===== src/rtl/alu_exec.sv =====
// alu_exec: integer execute stage; results pass through an in-order queue onto the ALU write-back bus.
// Optional two-stage RV32M multiplier built when the macro ALU_MUL_EN is defined.
`ifndef RS_TYPE_BIT
`define RS_TYPE_BIT 5
`endif
`ifndef ROB_SIZE_BIT
`define ROB_SIZE_BIT 4
`endif

module alu_exec #(
    parameter int RQ_DEPTH = 4
) (
    input  logic                     clk_in,
    input  logic                     rst_in,
    input  logic                     rdy_in,
    input  logic                     rob_clear,
    input  logic                     alu_valid,
    input  logic [31:0]              alu_r1,
    input  logic [31:0]              alu_r2,
    input  logic [`RS_TYPE_BIT-1:0]  alu_op,
    input  logic [`ROB_SIZE_BIT-1:0] alu_rob_idx,
    output logic                     alu_ready,
    output logic                     alu_wb_valid,
    output logic [`ROB_SIZE_BIT-1:0] alu_wb_idx,
    output logic [31:0]              alu_wb_value
);

    localparam int OPW  = `RS_TYPE_BIT;
    localparam int IDXW = `ROB_SIZE_BIT;
    localparam int PW   = (RQ_DEPTH > 1) ? $clog2(RQ_DEPTH) : 1;
    localparam int CW   = PW + 1;

    localparam logic [OPW-1:0] OP_ADD    = OPW'(0);
    localparam logic [OPW-1:0] OP_SUB    = OPW'(1);
    localparam logic [OPW-1:0] OP_AND    = OPW'(2);
    localparam logic [OPW-1:0] OP_OR     = OPW'(3);
    localparam logic [OPW-1:0] OP_XOR    = OPW'(4);
    localparam logic [OPW-1:0] OP_SLL    = OPW'(5);
    localparam logic [OPW-1:0] OP_SRL    = OPW'(6);
    localparam logic [OPW-1:0] OP_SRA    = OPW'(7);
    localparam logic [OPW-1:0] OP_SLT    = OPW'(8);
    localparam logic [OPW-1:0] OP_SLTU   = OPW'(9);
    localparam logic [OPW-1:0] OP_EQ     = OPW'(10);
    localparam logic [OPW-1:0] OP_NE     = OPW'(11);
    localparam logic [OPW-1:0] OP_LT     = OPW'(12);
    localparam logic [OPW-1:0] OP_GE     = OPW'(13);
    localparam logic [OPW-1:0] OP_LTU    = OPW'(14);
    localparam logic [OPW-1:0] OP_GEU    = OPW'(15);
`ifdef ALU_MUL_EN
    localparam logic [OPW-1:0] OP_MUL    = OPW'(16);
    localparam logic [OPW-1:0] OP_MULH   = OPW'(17);
    localparam logic [OPW-1:0] OP_MULHSU = OPW'(18);
    localparam logic [OPW-1:0] OP_MULHU  = OPW'(19);
`endif

    // Single-cycle integer ops; unknown opcodes (and 16-19 without the multiplier) yield 0.
    function automatic logic [31:0] alu_calc(input logic [OPW-1:0] op,
                                             input logic [31:0] a,
                                             input logic [31:0] b);
        logic signed [31:0] sa;
        logic signed [31:0] sb;
        logic [31:0]        res;
        sa  = a;
        sb  = b;
        res = '0;
        case (op)
            OP_ADD:  res = a + b;
            OP_SUB:  res = a - b;
            OP_AND:  res = a & b;
            OP_OR:   res = a | b;
            OP_XOR:  res = a ^ b;
            OP_SLL:  res = a << b[4:0];
            OP_SRL:  res = a >> b[4:0];
            OP_SRA:  res = sa >>> b[4:0];
            OP_SLT:  res = {31'b0, sa < sb};
            OP_SLTU: res = {31'b0, a < b};
            OP_EQ:   res = {31'b0, a == b};
            OP_NE:   res = {31'b0, a != b};
            OP_LT:   res = {31'b0, sa < sb};
            OP_GE:   res = {31'b0, sa >= sb};
            OP_LTU:  res = {31'b0, a < b};
            OP_GEU:  res = {31'b0, a >= b};
            default: res = '0;
        endcase
        return res;
    endfunction

`ifdef ALU_MUL_EN
    // One 33x33 signed multiply covers all four variants by choosing how each operand is extended.
    function automatic logic [31:0] mul_calc(input logic [OPW-1:0] op,
                                             input logic [31:0] a,
                                             input logic [31:0] b);
        logic signed [32:0] ea;
        logic signed [32:0] eb;
        logic signed [65:0] prod;
        ea   = {(op != OP_MULHU) & a[31], a};
        eb   = {((op == OP_MUL) || (op == OP_MULH)) & b[31], b};
        prod = ea * eb;
        return (op == OP_MUL) ? prod[31:0] : prod[63:32];
    endfunction
`endif

    logic [IDXW-1:0] idx_q [RQ_DEPTH];
    logic [31:0]     val_q [RQ_DEPTH];
    logic [PW-1:0]   wr_ptr;
    logic [PW-1:0]   rd_ptr;
    logic [CW-1:0]   count;

    logic        accept;
    logic        is_mul;
    logic        plain_wr;
    logic        m1_wr;
    logic        m1_valid;
    logic        deq;
    logic [1:0]  n_wr;
    logic [31:0] res_p0;
    logic [31:0] prod_p1;
    logic [IDXW-1:0] m1_idx_p1;

    // Stage p0: issue decode and single-cycle compute
    assign accept   = alu_valid && alu_ready && rdy_in && !rob_clear && !rst_in;
    assign res_p0   = alu_calc(alu_op, alu_r1, alu_r2);
    assign plain_wr = accept && !is_mul;
    assign deq      = rdy_in && (count != '0);
    assign n_wr     = {1'b0, m1_wr} + {1'b0, plain_wr};

`ifdef ALU_MUL_EN
    logic [OPW-1:0] m1_op_p1;
    logic [31:0]    m1_a_p1;
    logic [31:0]    m1_b_p1;

    assign is_mul = (alu_op == OP_MUL) || (alu_op == OP_MULH) ||
                    (alu_op == OP_MULHSU) || (alu_op == OP_MULHU);

    always_ff @(posedge clk_in) begin
        if (rst_in || rob_clear) begin
            m1_valid <= 1'b0;
        end else if (rdy_in) begin
            m1_valid <= accept && is_mul;
        end
    end

    always_ff @(posedge clk_in) begin
        if (accept && is_mul) begin
            m1_op_p1  <= alu_op;
            m1_a_p1   <= alu_r1;
            m1_b_p1   <= alu_r2;
            m1_idx_p1 <= alu_rob_idx;
        end
    end

    // Stage p1: multiplier product, enqueued ahead of any same-cycle plain result
    assign prod_p1 = mul_calc(m1_op_p1, m1_a_p1, m1_b_p1);
    assign m1_wr   = m1_valid && rdy_in && !rob_clear && !rst_in;
`else
    assign is_mul    = 1'b0;
    assign m1_valid  = 1'b0;
    assign m1_wr     = 1'b0;
    assign prod_p1   = '0;
    assign m1_idx_p1 = '0;
`endif

    // Queue control; an in-flight multiply reserves its slot so the queue never overflows
    assign alu_ready = ({1'b0, count} + (CW+1)'(m1_valid)) < (CW+1)'(RQ_DEPTH);

    always_ff @(posedge clk_in) begin
        if (rst_in || rob_clear) begin
            wr_ptr <= '0;
            rd_ptr <= '0;
            count  <= '0;
        end else if (rdy_in) begin
            wr_ptr <= wr_ptr + PW'(n_wr);
            rd_ptr <= rd_ptr + PW'(deq);
            count  <= count + CW'(n_wr) - CW'(deq);
        end
    end

    always_ff @(posedge clk_in) begin
        if (m1_wr) begin
            idx_q[wr_ptr] <= m1_idx_p1;
            val_q[wr_ptr] <= prod_p1;
        end
        if (plain_wr) begin
            idx_q[wr_ptr + PW'(m1_wr)] <= alu_rob_idx;
            val_q[wr_ptr + PW'(m1_wr)] <= res_p0;
        end
    end

    // Write-back bus: queue head, zeroed while empty
    assign alu_wb_valid = (count != '0);
    assign alu_wb_idx   = alu_wb_valid ? idx_q[rd_ptr] : '0;
    assign alu_wb_value = alu_wb_valid ? val_q[rd_ptr] : '0;

endmodule


===== config.mk =====
export PLATFORM = sky130hd
export DESIGN_NAME = alu_exec
export DESIGN_NICKNAME = d
export VERILOG_FILES = /design/src/rtl/alu_exec.sv
export SDC_FILE = /design/constraint.sdc
export NUM_CORES = 1
export LEC_CHECK = 0
export BUFFER_PORTS_ARGS = -buffer_cell sky130_fd_sc_hd__buf_4
export CORE_UTILIZATION = 50
export DETAILED_ROUTE_END_ITERATION = 12
export PLACE_DENSITY = 0.79
export SYNTH_ARGS = -nofsm -noshare
export SYNTH_HDL_FRONTEND = slang
export SYNTH_SLANG_ARGS = --single-unit
export TNS_END_PERCENT = 100

===== constraint.sdc =====
create_clock -name clk_in -period 8.02 [get_ports clk_in]
set_input_delay 0.802 -clock clk_in [delete_from_list [all_inputs] [get_ports clk_in]]
set_output_delay 0.802 -clock clk_in [all_outputs]
set_load 0.05 [all_outputs]

# == After elaboration in Yosys (flattened, before gate mapping) ==
# Memory sizes are Yosys's and may differ from the RTL's. A register that Yosys moved wholly into a read port is not among the register bits.
# Cells that the tools add are included.
# word_totals
ram_bits,144
in_bits,78
memories,2
output_inout_bits,38
reg_bits,7
word_cells,60
# memory_table
memory,depth,word_bits,read_ports,rd_clocked_by_memory_dff,wr,line,text
val_q,4,32,1,1,1,104,logic [31:0] val_q [RQ_DEPTH];
idx_q,4,4,1,1,1,103,logic [IDXW-1:0] idx_q [RQ_DEPTH];
# op_classes
n_shift,3
n_reduce_logical,12
n_eq_ne,17
mux,9
addsub,6
bitwise_logic,3
magnitude_cmp,5
# op_table
cell,n
case mux 32 bit (14 select lines),1
greater-or-equal comparator 32 bit,2
< comparator 32 bit,2
"== test 5 x 4 -> 1 bit, second input constant",8
adder 32 bit,1
AND 32 bit,1
== test 32 bit,1
two-way mux 32 bit,1
inequality test 32 bit,1
bitwise OR 32 bit,1
left shift 32 x 5 -> 32 bit,1
>> shifter 32 x 5 -> 32 bit,1
>>> shifter 32 x 5 -> 32 bit,1
subtractor 32 bit,1
XOR 32 bit,1
"== test 5 x 3 -> 1 bit, second input constant",4
"== test 5 x 2 -> 1 bit, second input constant",2
two-way mux 2 bit,4
"== test 5 x 1 -> 1 bit, second input constant",1
logical AND 1 bit,5
logical NOT 5 bit,1
adder 2 x 1 -> 2 bit,2
two-way mux 4 bit,1
OR reduction 2 bit,2
other kinds (7),9

# == Longest topological paths before layout ==
# logic_depth
ltp_word,7
mapped_depth,15
mapped_depth_nobuf,12

# == Worst setup path before layout ==
# Ideal clock, no wire load.
# synth_timing
kind,input to register
startpoint,in rob_clear
endpoint,"mem idx_q[1][0] (netlist bit), enable pin"
required_time_ps,7538
cell_stages,4
path_buffers,1
setup_time_ps,482
path_slack_ps,3165
arrival_time_ps,4373
cell_sequence,or2_2 > clkbuf_1 > or3_1 > nor3b_1
# synth_via
elab_chain_len,5
# synth_rtl
item,line,text
"start, declared",16,"input logic rob_clear,"
logical NOT 1 bit,121,assign accept = alu_valid && alu_ready && rdy_in && !rob_clear && !rst_in;
logical AND 1 bit (2 in a row),121,
two-way mux 1 bit,183,if (plain_wr) begin
two-way mux 1 bit (not written as such),184,idx_q[wr_ptr + PW'(m1_wr)] <= alu_rob_idx;
"end, declared",103,
# Every way passes these cells.

# == Worst setup path after layout ==
# layout_timing
startpoint,in alu_r2[4]
endpoint,"mem val_q[2][25], data pin"
# layout_via
elab_chain_len,2
word_cells_on_any_way,6
classes_between,add/sub (2); shift (3); mux (1)
# layout_rtl
item,line,text
"start, declared",19,"input logic [31:0] alu_r2,"
subtractor 32 bit (tied with other cells),68,OP_SUB: res = a - b;
case mux 32 bit (14 select lines) *,66,case (op)
net res_p0[25],116,logic [31:0] res_p0;
"end, declared",104,
# Mark *: on every way through the listed nets, which the timed path passes. The rest lies on a longest branch.

==> metrics.yaml <==
run_status:
  status: "complete, no violations"
timing:
  max_freq_ghz: 0.1905
  fin_crit_sh: 0.6547
  hold_viol_final: 0
  setup_tns_ns: 0
  finalSetupViolations: 0
  worst_slew_pin_slew_ns: 1.339
  slew_headroom: 0.09629
  fin_ws_ns: 2.769
  period_needed_ns: 5.251
  rsz0062_at_grt: "no"
  drv_slew: 0
  skew_ns: 0.008994
floorplanning:
  die_h_um: 174.0
  num_rows: 62
  die_w_um: 174.0
  dieArea_mm2: 0.03027
  core_area_mm2: 0.02894
  ios: 116
  initial_core_util: 0.5111
yosys:
  synth_top_cell_by_area: "edfxtp_1"
  ys_ff_latch: 153
  syn_nets: 1774
  synth_seq_area_share: 0.3046
  ys_warn_count: 0
  synthArstFlopShare: 0
  postSynthCellCount: 1590
  ys_top_cells_by_count: "155 x nor2_1, 144 x edfxtp_1, 126 x nand2_1, 108 x a21oi_1, 103 x ha_1"
  yosysTopAreaCellShare: 0.2924
  netlist_area_mm2: 0.01479
  synth_area_per_cell_um2: 9.301
  synth_area_leaders: "edfxtp_1 29%, mux4_2 12%, ha_1 8.7%, mux2i_1 4.3%, nor2_1 3.9%"
  synth_ff_type: "edfxtp_1"
  synth_edf_count: 144
  yosys.cell_types.count: 84
  synth.most_common_cell: "nor2_1"
clocking:
  clock_latency_ns: 0.42
  cts-resized-gates: 0
  cts_setup_buffers: 0
  path_clk_slew_ns: 0.07
  numCtsBuffers: 17
  cts_tree: "done"
  root_buffer: "clkbuf_16"
  clock-sinks: 153
  htreeDepth: 4
  clock_path_buffers: 2
  hold_buffers: 0
global_route:
  antenna_found_initial: 0
  grt_use_total: 0.3299
  use_met2: 0.5252
  gr-usage-met3: 0.03850
  grt_max_degree: 74
  globalRouteOverflowTotal: 0
  grt_pass1_vias: 12970
  grtUsageMet1: 0.4657
  grt.busiest_layer: "met2"
  grt_pass1_wl_mm: 77.02
placement:
  io_buffers: 115
  placed_cell_area_mm2: 0.01580
  gp_congestion: 1.025
  dp_hpwl_mm: 37.87
  place_ws_ns: 2.581
worst_setup_path:
  cpMostUsedCell: "a211oi_1"
  end_kind: "register"
  cpMaxStageDelayCell: "nor4b_1"
  reg2reg_from: "count[2]$_SDFFE_PP0P_"
  r2r-end: "count[2]$_SDFFE_PP0P_"
  r2r_slack_ns: 5.72
  cp.required_ns: 8.16
  crit_fanout: 55
  crit_path_max_incr_delay_ns: 0.72
  crit_arrival_ns: 5.39
  path_class: "in -> reg"
  rr_worst_depth: 10
  start_kind: "input port"
  worstPathCellList: "buf_4 -> clkinv_1 -> ha_1 -> inv_2 -> a2111oi_1 -> a211oi_1 -> nor4b_1 -> nor2_1 -> a311o_1 -> a211oi_1 -> o32ai_1 -> o2bb2ai_1"
hold_path:
  hp-class: "reg -> reg"
  hold_depth: 2
  hold_start: "rd_ptr[0]$_SDFFE_PP0P_"
finish:
  fin_nets: 1805
  syn2layout_area_growth_pct: 10.75
  drive_gt1_frac: 0.1750
  antenna_cells: 0
  final.fill_count: 2519
  finalInstanceArea_mm2: 0.01638
flow_run:
  drv_cap: 0
route:
  vias: 13620
  ant_nets: 0
  wl_per_cell_um: 24.86
  wl_mm: 50.18
  route.detailed.drc: 0
  drt_pre_antenna_iters: 8
  vias_per_cell: 6.748
  drt_iter0_drc: 1576
power_and_ir_drop:
  leakage_nw: 6.376
  cellPowerDensity_mw_per_mm2: 146.1
  vdd_drop_max_mv: 0.1597
[sequential cells by signal, indices dropped and copies added (netlist names), named ones only]
name / count
val_q: 128
idx_q: 16
count: 3
rd_ptr: 2
wr_ptr: 2
[through the flow]
stage / cells / util / power [W] / hold WS [ns]
6_report: 2018 / 0.5661 / 0.002393 / 0.5708
5_1_grt: 2018 / 0.5661 / 0.002487 / 0.5771
3_3_place_gp: 1986 / 0.5461 / 0.001615 / 0.5051
3_5_place_dp: 1986 / 0.5461 / 0.001624 / 0.5540
2_1_floorplan: 1590 / - / 0.001393 / 0.4847
4_1_cts: 2018 / 0.5661 / 0.002385 / 0.5594
[how the worst max path moves through the flow]
stage | startpoint | end | slack, ns | cells after the start
floorplan | rob_clear | idx_q[1][0]$_DFFE_PP_ | 3.17 | 4
global route | alu_r2[4] | val_q[2][25]$_DFFE_PP_ | 2.53 | 12
global placement | alu_r2[4] | val_q[0][25]$_DFFE_PP_ | 2.64 | 12
detailed placement | alu_r2[4] | val_q[2][0]$_DFFE_PP_ | 2.58 | 12
CTS | alu_r2[4] | val_q[2][25]$_DFFE_PP_ | 2.99 | 12
finish | alu_r2[4] | val_q[2][25]$_DFFE_PP_ | 2.77 | 12
[power breakdown]
part,internal [W],switching [W]
clock network,0.000437,0.000324
registers,0.000894,0.00000235
logic,0.000257,0.000478
total,0.00159,0.000805
[worst max-delay path: cells and delay by family]
family | cells | cell delay (ns)
buf+inv | 3 | 1.20
compound gates | 6 | 1.88
simple gates | 2 | 0.87
fa+ha+maj | 1 | 0.62
[kinds of logic (layout without fill, tap and decap cells)]
group,Yosys count,in the layout,share of synthesized area
AOI/OAI and AO/OA,469,469,0.2146
xor gates and xnor gates,7,7,0.004146
adders and majority gates,106,106,0.09120
buffers and inverters,222,266,0.06007
DFF,153,153,0.3046
muxes,157,157,0.1738
and+or+nand+nor,476,476,0.1516
[metal layers]
metal / share of wire / up-vias
met2: 0.46 / 789
met5: 0 / -
met3: 0.088 / 102
met4: 0.033 / 0
li1: - / 6091
met1: 0.42 / 6636
[layout make-up]
cell class	count	area, um^2	share of cell area
multi-input cells	1215	9437	0.5761
repair buffers	133	998.5	0.06096
clock inverters	15	153.9	0.009396
well taps	384	480.5	0.02933
flip-flops and latches	153	4506	0.2751
inverters	101	379.1	0.02315
clock buffers	17	425.4	0.02597
[layout by cell type (no fill, tap or decap), types with 21 or more instances in the layout]
cell type / instances
a211oi_1: 27
a21oi_1: 108
a221oi_1: 21
buf_4: 133
edfxtp_1: 144
ha_1: 103
inv_1: 93
mux2i_1: 64
mux4_2: 78
nand2_1: 126
nand3_1: 24
nor2_1: 154
nor2b_1: 45
nor3_1: 28
o211ai_1: 24
o21ai_0: 79
o21ai_1: 28
Power figures use the tool's default switching activity.
